`src/rtl/mem_access_unit.sv`:
```
// mem_access_unit: M-stage data-memory initiator. Checks alignment, steers byte
// lanes onto a req/gnt/rvalid bus, extends load data and aborts stuck accesses.
module mem_access_unit #(
  parameter int TIMEOUT = 64
) (
  input  logic        clk,
  input  logic        reset,
  input  logic        op_valid,
  input  logic        op_load,
  input  logic [1:0]  op_size,
  input  logic        op_unsigned,
  input  logic [31:0] op_addr,
  input  logic [31:0] op_wdata,
  output logic        stall,
  output logic        done,
  output logic        ld_valid,
  output logic [31:0] ld_data,
  output logic        misalign,
  output logic        bus_err,
  output logic        mem_req,
  output logic        mem_we,
  output logic [31:0] mem_addr,
  output logic [3:0]  mem_be,
  output logic [31:0] mem_wdata,
  input  logic        mem_gnt,
  input  logic        mem_rvalid,
  input  logic [31:0] mem_rdata
);

  // TIMEOUT >= 2, so the counter only ever needs to hold 0..TIMEOUT-1.
  localparam int CW = $clog2(TIMEOUT);

  typedef enum logic [1:0] {S_IDLE, S_REQ, S_WAIT, S_DONE} state_t;

  state_t        state;
  logic [CW-1:0] cnt;
  logic          lat_load;
  logic [1:0]    lat_size;
  logic          lat_unsigned;
  logic [1:0]    lat_lane;

  logic          misaligned;
  logic [3:0]    be_calc;
  logic [31:0]   wdata_calc;
  logic [15:0]   half_sel;
  logic [7:0]    byte_sel;
  logic [31:0]   ld_ext;
  logic          complete;
  logic          expire;

  assign stall = (state == S_IDLE && op_valid) || state == S_REQ || state == S_WAIT;

  // Request-side decode of the incoming op; size 3 behaves as a word.
  always_comb begin
    misaligned = 1'b0;
    be_calc    = 4'b1111;
    wdata_calc = op_wdata;
    case (op_size)
      2'd1: begin
        misaligned = op_addr[0];
        be_calc    = op_addr[1] ? 4'b1100 : 4'b0011;
        wdata_calc = {2{op_wdata[15:0]}};
      end
      2'd2: begin
        be_calc    = 4'b0001 << op_addr[1:0];
        wdata_calc = {4{op_wdata[7:0]}};
      end
      default: misaligned = |op_addr[1:0];
    endcase
  end

  always_comb begin
    half_sel = lat_lane[1] ? mem_rdata[31:16] : mem_rdata[15:0];
    case (lat_lane)
      2'd0:    byte_sel = mem_rdata[7:0];
      2'd1:    byte_sel = mem_rdata[15:8];
      2'd2:    byte_sel = mem_rdata[23:16];
      default: byte_sel = mem_rdata[31:24];
    endcase
    case (lat_size)
      2'd1:    ld_ext = lat_unsigned ? {16'h0000, half_sel} : {{16{half_sel[15]}}, half_sel};
      2'd2:    ld_ext = lat_unsigned ? {24'h000000, byte_sel} : {{24{byte_sel[7]}}, byte_sel};
      default: ld_ext = mem_rdata;
    endcase
  end

  // A response landing on the last allowed cycle beats the timeout.
  assign complete = (state == S_REQ && mem_gnt && mem_rvalid) || (state == S_WAIT && mem_rvalid);
  assign expire   = (state == S_REQ || state == S_WAIT) && cnt == CW'(TIMEOUT - 1) && !complete;

  always_ff @(posedge clk) begin
    if (reset) begin
      state        <= S_IDLE;
      cnt          <= '0;
      done         <= 1'b0;
      ld_valid     <= 1'b0;
      ld_data      <= '0;
      misalign     <= 1'b0;
      bus_err      <= 1'b0;
      mem_req      <= 1'b0;
      mem_we       <= 1'b0;
      mem_addr     <= '0;
      mem_be       <= '0;
      mem_wdata    <= '0;
      lat_load     <= 1'b0;
      lat_size     <= '0;
      lat_unsigned <= 1'b0;
      lat_lane     <= '0;
    end else begin
      done     <= 1'b0;
      ld_valid <= 1'b0;
      misalign <= 1'b0;
      bus_err  <= 1'b0;
      case (state)
        S_IDLE: begin
          if (op_valid) begin
            if (misaligned) begin
              state    <= S_DONE;
              done     <= 1'b1;
              misalign <= 1'b1;
            end else begin
              state        <= S_REQ;
              cnt          <= '0;
              mem_req      <= 1'b1;
              mem_we       <= ~op_load;
              mem_addr     <= {op_addr[31:2], 2'b00};
              mem_be       <= be_calc;
              mem_wdata    <= wdata_calc;
              lat_load     <= op_load;
              lat_size     <= op_size;
              lat_unsigned <= op_unsigned;
              lat_lane     <= op_addr[1:0];
            end
          end
        end
        S_REQ, S_WAIT: begin
          cnt <= cnt + 1'b1;
          if (complete) begin
            state   <= S_DONE;
            done    <= 1'b1;
            mem_req <= 1'b0;
            if (lat_load) begin
              ld_valid <= 1'b1;
              ld_data  <= ld_ext;
            end
          end else if (expire) begin
            state   <= S_DONE;
            done    <= 1'b1;
            bus_err <= 1'b1;
            mem_req <= 1'b0;
          end else if (state == S_REQ && mem_gnt) begin
            state   <= S_WAIT;
            mem_req <= 1'b0;
          end
        end
        default: state <= S_IDLE;
      endcase
    end
  end

endmodule

```
`config.mk`:
```
export PLATFORM = sky130hd
export DESIGN_NAME = mem_access_unit
export DESIGN_NICKNAME = d
export VERILOG_FILES = /design/src/rtl/mem_access_unit.sv
export SDC_FILE = /design/constraint.sdc
export NUM_CORES = 1
export LEC_CHECK = 0
export CELL_PAD_IN_SITES_DETAIL_PLACEMENT = 1
export CELL_PAD_IN_SITES_GLOBAL_PLACEMENT = 1
export CORE_ASPECT_RATIO = 0.7
export CORE_MARGIN = 1
export CORE_UTILIZATION = 28
export DETAILED_ROUTE_END_ITERATION = 7
export PLACE_DENSITY = 0.84
export SETUP_SLACK_MARGIN = 0.2
export SKIP_CTS_REPAIR_TIMING = 1
export SLEW_MARGIN = 20
export SYNTH_ARGS = -nofsm -noshare
export SYNTH_HDL_FRONTEND = slang
export SYNTH_SLANG_ARGS = --single-unit
```
`constraint.sdc`:
```
create_clock -name clk -period 1.8 [get_ports clk]
set_clock_uncertainty 0.1 [all_clocks]
set_input_delay 0.27 -clock clk [delete_from_list [all_inputs] [get_ports clk]]
set_output_delay 0.27 -clock clk [all_outputs]
set_load 0.01 [all_outputs]
```
Word-level counts from Yosys, hierarchy flattened
Index checks and enable logic that the tools add are counted.

Register bits after elaboration: 118. Bits of input ports: 105. Output and inout port bits: 107. Logic and storage cells: 89.

$add $sub $neg: 1. Equal/unequal tests: 12. Shift-type cells: 1. Mux-type cells: 30. Bitwise operators: 5. Reduce and logical (&&, ||, !) cells: 24.

Operator list (count): case mux 32 bit (2 select lines) (2); 2-to-1 mux 32 bit (2); case mux 8 bit (3 select lines) (1); 2-to-1 mux 16 bit (1); 2-to-1 mux 6 bit (2); case mux 6 bit (2 select lines) (1); 2-to-1 mux 1 bit (10); 2-to-1 mux 2 bit (5); AND reduction 3 bit (3); == test 2 x 1 -> 1 bit, second input constant (4); == test 2 bit, second input constant (4); case mux 4 bit (2 select lines) (1); adder 6 x 1 -> 6 bit, second input constant (1); == test 6 bit, second input constant (1); logical AND 1 bit (6); case mux 1 bit (2 select lines) (3); OR reduction 2 bit (3); OR reduction 3 bit (2); inverter 1 bit (5); logical NOT 2 bit (2); logical OR 1 bit (4); 2-to-1 mux 4 bit (1); inequality test 2 bit, second input constant (2); inequality test 4 bit, second input constant (1); 6 further kinds (6).

Depth between registers and ports, before layout
Gate-level depths: netlist (run 1).

Word-level depth: 9. Depth in mapped cells: 9. Depth with buffers taken out: 6.

Worst setup path before layout (run 1)
Ideal clock, no wire load.

Path kind: register to register. Start: register lat_size[0]. End: register ld_data[6]. Library setup time: 0.132 ns. Arrival: 1.719 ns. Required time: 1.568 ns. Slack: -0.151 ns. Cell stages (with the launch flop): 9. Path buffers: 2. Period minus slack after synthesis: 1.951 ns. Path through: dfxtp_1 -> inv_1 -> ha_1 -> buf_2 -> nand2b_1 -> clkbuf_1 -> mux2_2 -> a211oi_1 -> nor3_1.

Longest elaborated chain between the ends: 2. Elaborated cells between the ends (all ways): 3. Those cells by class: 2 x eq/ne; 1 x mux.

Ends and longest elaborated chain: start, declared (line 38) `logic [1:0] lat_size;`; start signal, assigned (line 130) `lat_size <= op_size;`; == test 2 bit or == test 2 x 1 -> 1 bit (tied branches) (line 80) `case (lat_size)`; case mux 32 bit (2 select lines) * (line 80); end signal, assigned (line 144) `ld_data <= ld_ext;`; end, declared (line 17) `output logic [31:0] ld_data,`.

Mark *: on every way between the ends. The rest lies on a longest branch, timed or not. A chain may end at the register's enable or synchronous reset.

Final worst setup path (run 1)
Start: register state[0]. End: register ld_data[12].

Longest elaborated chain between the ends: 5. Elaborated cells between the ends (all ways): 8. Those cells by class: 2 x eq/ne; 6 x reduce/logical.

Ends and longest elaborated chain: start, declared (line 35) `state_t state;`; start signal, assigned (line 93) `state <= S_IDLE;`; start signal, assigned (line 118) `state <= S_DONE;`; start signal, assigned (line 122) `state <= S_REQ;`; == test 2 x 1 -> 1 bit (line 88, 114); logical AND 1 bit (2 in series) (line 88) `assign complete = (state == S_REQ && mem_gnt && mem_rvalid) || (state == S_WAIT && mem_rvalid);`; logical OR 1 bit (line 88); AND reduction 3 bit (no source line) *.

Marks and branches as above.

==> out/metrics.cfg, run 1 <==
[worst_setup_path]
worstSetupEndpointType = register
path_class = register to register
arrival_ps = 2120
cp-start-kind = register
required_ps = 2010
worst-path-max-fanout = 9

[synthesis]
yosys_register_bits = 118
syn_area_mm2 = 0.00552
ys.warnings.count = 0
synth_cell_types = 50
synth_top_area_cell = dfxtp_1
avgSynthCellArea_um2 = 7.98
synthArstFlopShare_pct = 0
yosysSeqAreaShare_pct = 42.8
netlist_top_cells_area = dfxtp_1, nand2_1, a21oi_1
synth_edf_count = 0
synth_cells = 692
synth_commonest_cells = nand2_1, dfxtp_1, nor2_1
yosysMostFrequentCell = nand2_1
netlist.area_leader.share_pct = 42.8
synthFlopType = dfxtp_1

[global_routing]
grt_overflow = 0
grt_pass1_wl_um = 32000
grt_usage_pct = 20.2
grt_pass1_vias = 5933
grt_start_max_net_pins = 60
antenna_found_initial = 0

[cells_and_area]
stdcell_area_mm2 = 0.0110
num_antenna_cells = 0
final_nets = 1067
drive_gt1_share_pct = 37.4
area_growth_pct = 98.8

[clock_network]
h-tree-depth = 4
numCtsBuffers = 17
clk_path_buf_depth = 2
cts_tree = yes
clock_latency_ps = 410
clkTransAtPathRegs_ps = 60
clockRootBuffer = clkbuf_16
clock-sinks = 118

[power]
vdd_drop_max_v = 0.000684
leakage_nw = 5.79
powerDensity_mw_per_mm2 = 1040

[floorplan]
die_area_mm2 = 0.0203
initial_utilization_pct = 28.9
pin_count = 212
die_w_um = 170
die_y_um = 119
core_region_area_mm2 = 0.0191
fp-row-count = 42

[route]
avgViaCountPerCell = 5.23
wire_per_inst_um = 23.0
dr.pass1.iters = 4
drc_errors = 0
via_count = 6422
drtAntennaViolNets = 0
drt_iter0_drc = 455
routed_wl_um = 28200

[outcome]
violations = setup timing
status = finished with violations

[placed_design]
postPlaceCellArea_mm2 = 0.00826
dp_hpwl_um = 14800
io_buffers = 209
place_ws_ps = -699
place.gp.congestion = 0.846

[worst_hold_path]
hold_class = input port to register

[timing]
fin_crit_ps = 1910
rsz0062_at_grt = yes
worst_pin_slew_ps = 559
whs_ps = 133
slew-limit-headroom_pct = 62.7
max_freq_ghz = 0.524
finalHoldViolCount = 0
setup_ws_ps = -107
slew_viol_final = 0
setup_viol = 74
period_share_pct = 106
setup-tns-final_ps = -2790

[run]
drv_cap = 0

[report_power, final]
part           leakage (nW)  internal, mW  switching, mW
combinational          4.55          2.30           2.41
sequential            0.964          2.97          0.325
clock                 0.277          2.12           1.29
[through the flow]
stage / instances / util (%) / total power [mW]
4_1_cts: 1189 / 46.2 / 9.74
3_3_place_gp: 1159 / 43.2 / 6.26
5_1_grt: 1228 / 57.4 / 11.8
2_1_floorplan: 693 / - / 4.81
6_report: 1228 / 57.4 / 11.4
3_5_place_dp: 1159 / 43.2 / 6.35
[final timing paths]
check,startpoint,to,slack (ps),cells after the start
max,state[0]$_SDFFE_PP0P_,ld_data[12]$_SDFFE_PP0P_,-110,7
min,reset,misalign$_SDFF_PP0_,130,2
max reg2reg,state[0]$_SDFFE_PP0P_,ld_data[12]$_SDFFE_PP0P_,-110,7
min reg2reg,ld_data[0]$_SDFFE_PP0P_,ld_data[0]$_SDFFE_PP0P_,360,2
[cells in the final DEF (no fill, tap or decap), types with 22 or more instances in the layout]
master	instances
dfxtp_1	112
dlymetal6s2s_1	107
clkdlybuf4s50_1	101
nor2_1	71
nand2_1	60
a21oi_2	53
nand2_4	50
buf_4	39
clkbuf_16	31
a21oi_1	28
a211oi_2	25
buf_6	22
[routing by layer]
| metal | wire [um] | up-vias | GRT usage, % | share of wire [%] |
|---|---|---|---|---|
| met5 | 0 | - | 0 | 0 |
| met4 | 603 | 0 | 5.41 | 2.1 |
| met3 | 1530 | 37 | 3.99 | 5.4 |
| met2 | 13800 | 222 | 32.0 | 49 |
| met1 | 12300 | 3221 | 27.9 | 44 |
| li1 | - | 2942 | - | - |
[cells by family after synthesis]
kind of cell,synth area share [%]
AND/OR/NAND/NOR,20.9
AO/OA/AOI/OAI,24.8
flip-flops,42.8
buffers and inverters,6.50
multiplexers,2.76
adder cells (fa/ha/maj),2.04
other,0.0679
XOR/XNOR,0.159
[sequential cells by signal, indices dropped and copies added (netlist names)]
signal,flops
bus_err,1
cnt,6
done,1
lat_lane,2
lat_load,1
lat_size,2
lat_unsigned,1
ld_data,32
ld_valid,1
mem_addr,30
mem_be,4
mem_req,1
mem_wdata,32
mem_we,1
misalign,1
state,2
[cell type report]
cell class / count / area [um2]
Sequential cell: 118 / 2370
Multi-Input combinational cell: 502 / 4050
Timing Repair Buffer: 301 / 3590
Clock inverter: 9 / 103
Fill cell: 2058 / 8150
Inverter: 13 / 63.8
Tap cell: 264 / 330
Clock buffer: 21 / 470
[worst max-delay path, cell delays in order, from the launching register on]
cell and delay (ps):
dfxtp_4 370, inv_4 50, ha_4 280, nand2_2 70, or3_4 410, buf_12 180
buf_12 130, o41ai_2 210
Power figures use the tool's default switching activity.
==> inputs of run 2 (changes only) <==
==> constraint.sdc (replaced) <==
create_clock -name clk -period 1.6 [get_ports clk]
set_clock_uncertainty 0.1 [all_clocks]
set_input_delay 0.24 -clock clk [delete_from_list [all_inputs] [get_ports clk]]
set_output_delay 0.24 -clock clk [all_outputs]
set_load 0.01 [all_outputs]
==> run 2 against run 1 <==
The flow still finishes with violations (setup timing). Die area unchanged. Worst setup slack got worse by 200 ps. Highest routed layer unchanged. Largest cell class unchanged. Critical path depth unchanged. Power increased by 12%. Combinational power increased by 16%. Sequential share of layout area decreased by 0.47 points. Clock power increased by 5.9%. Register-to-register slack got worse by 200 ps. Count of clock-buffer cells in the layout decreased by 1. Sequential power increased by 12%. Design area increased by 2.2%. Global-route usage increased by 0.27 points.
==> out/metrics.cfg, run 2 (same netlist as run 1, synthesis figures left out) <==
[clock_network]
cts_tree = yes
numCtsBuffers = 17
clkTransAtPathRegs_ps = 60
clock_latency_ps = 420
clockRootBuffer = clkbuf_16
h-tree-depth = 4
clk_path_buf_depth = 2
clock-sinks = 118

[route]
drt_iter0_drc = 476
avgViaCountPerCell = 5.24
routed_wl_um = 27700
drtAntennaViolNets = 0
drc_errors = 0
dr.pass1.iters = 5
wire_per_inst_um = 22.1
via_count = 6561

[floorplan]
die_area_mm2 = 0.0203
pin_count = 212
core_region_area_mm2 = 0.0191
initial_utilization_pct = 28.9
die_y_um = 119
fp-row-count = 42
die_w_um = 170

[cells_and_area]
final_nets = 1090
drive_gt1_share_pct = 40.0
num_antenna_cells = 0
area_growth_pct = 103
stdcell_area_mm2 = 0.0112
stdcell_count = 1251
final_common_cell = dfxtp_1
reg.largest.list = ld_data x32, mem_wdata x32, mem_addr x30
layout_common_cells = dfxtp_1, dlymetal6s2s_1, clkdlybuf4s50_1

[outcome]
violations = setup timing
status = finished with violations

[global_routing]
grt_overflow = 0
antenna_found_initial = 0
grt_pass1_wl_um = 32500
grt_start_max_net_pins = 64
grt_usage_pct = 20.5
grt_pass1_vias = 6163

[timing]
fin_crit_ps = 1900
period_share_pct = 119
finalHoldViolCount = 0
rsz0062_at_grt = yes
max_freq_ghz = 0.525
worst_pin_slew_ps = 604
setup_ws_ps = -303
setup_viol = 116
slew_viol_final = 0
slew-limit-headroom_pct = 59.8

[worst_setup_path]
path_class = register to register
rr_startpoint = state[0]$_SDFFE_PP0P_
worstSetupEndpointType = register
rr_endpoint = ld_data[25]$_SDFFE_PP0P_
r2r_slack_ps = -300
crit_start = state[0]$_SDFFE_PP0P_
endpoint = ld_data[25]$_SDFFE_PP0P_
reg2regPathDepth = 7
required_ps = 1790
worst-path-max-fanout = 10
arrival_ps = 2090
cp-start-kind = register

[placed_design]
place.gp.congestion = 0.832
dp_hpwl_um = 15300
io_buffers = 209
place_ws_ps = -786
placedCellCount = 1180
postPlaceCellArea_mm2 = 0.00849

[power]
leakage_nw = 5.77
vdd_drop_max_v = 0.000623
powerDensity_mw_per_mm2 = 1140
power_mw = 12.7

[worst_hold_path]
hold_class = input port to register

[run]
drv_cap = 0

## run 2: final cells by class
class	instances	area (um2)
tap	264	330
sequential	118	2370
clock buffer	20	457
fill	2041	7910
timing repair buffer	324	3810
multi-input combinational	502	4110
inverter	13	57.6
clock inverter	10	82.6
## run 2: how the worst min path moves through the flow
stage	start	endpoint	depth (start not counted)	slack (ps)
after floorplan	op_valid	misalign$_SDFF_PP0_	2	270
after global placement	mem_addr[23]$_SDFFE_PP0P_	mem_addr[23]$_SDFFE_PP0P_	2	340
after detailed placement	mem_addr[11]$_SDFFE_PP0P_	mem_addr[11]$_SDFFE_PP0P_	2	350
after CTS	reset	cnt[0]$_SDFFE_PP0P_	2	-7
after global routing	reset	misalign$_SDFF_PP0_	2	20
final	reset	misalign$_SDFF_PP0_	2	20
## run 2: metal layers
metal  vias up  global-route usage, %  part of all wire (%)
met5         -                      0                     0
met4         0                   6.14                   1.2
met3        35                   5.05                   5.0
met2       224                   32.7                    50
met1      3319                   27.1                    44
li1       2983                      -                     -
## run 2: through the flow
step / hold slack [ps] / utilization, % / setup TNS, ps
global route: 15.6 / 58.6 / -27720
finish: 23.9 / 58.6 / -23310
global placement: 341 / 44.4 / -64050
floorplan: 272 / - / -10450
CTS: -7.34 / 47.2 / -35720
detailed placement: 349 / 44.4 / -69280
## run 2: critical path, cell delays in order, from the launching register on
cell and delay [ps]:
dfxtp_4 370, inv_4 50, ha_4 290, nand2_4 60, or3_4 440, clkbuf_16 220
a21oi_2 130, a211oi_1 100
## run 2: power by group
group          switching [mW]  internal, mW
logic                    2.76          2.70
clock network            1.43          2.18
registers               0.335          3.34
total                    4.53          8.21
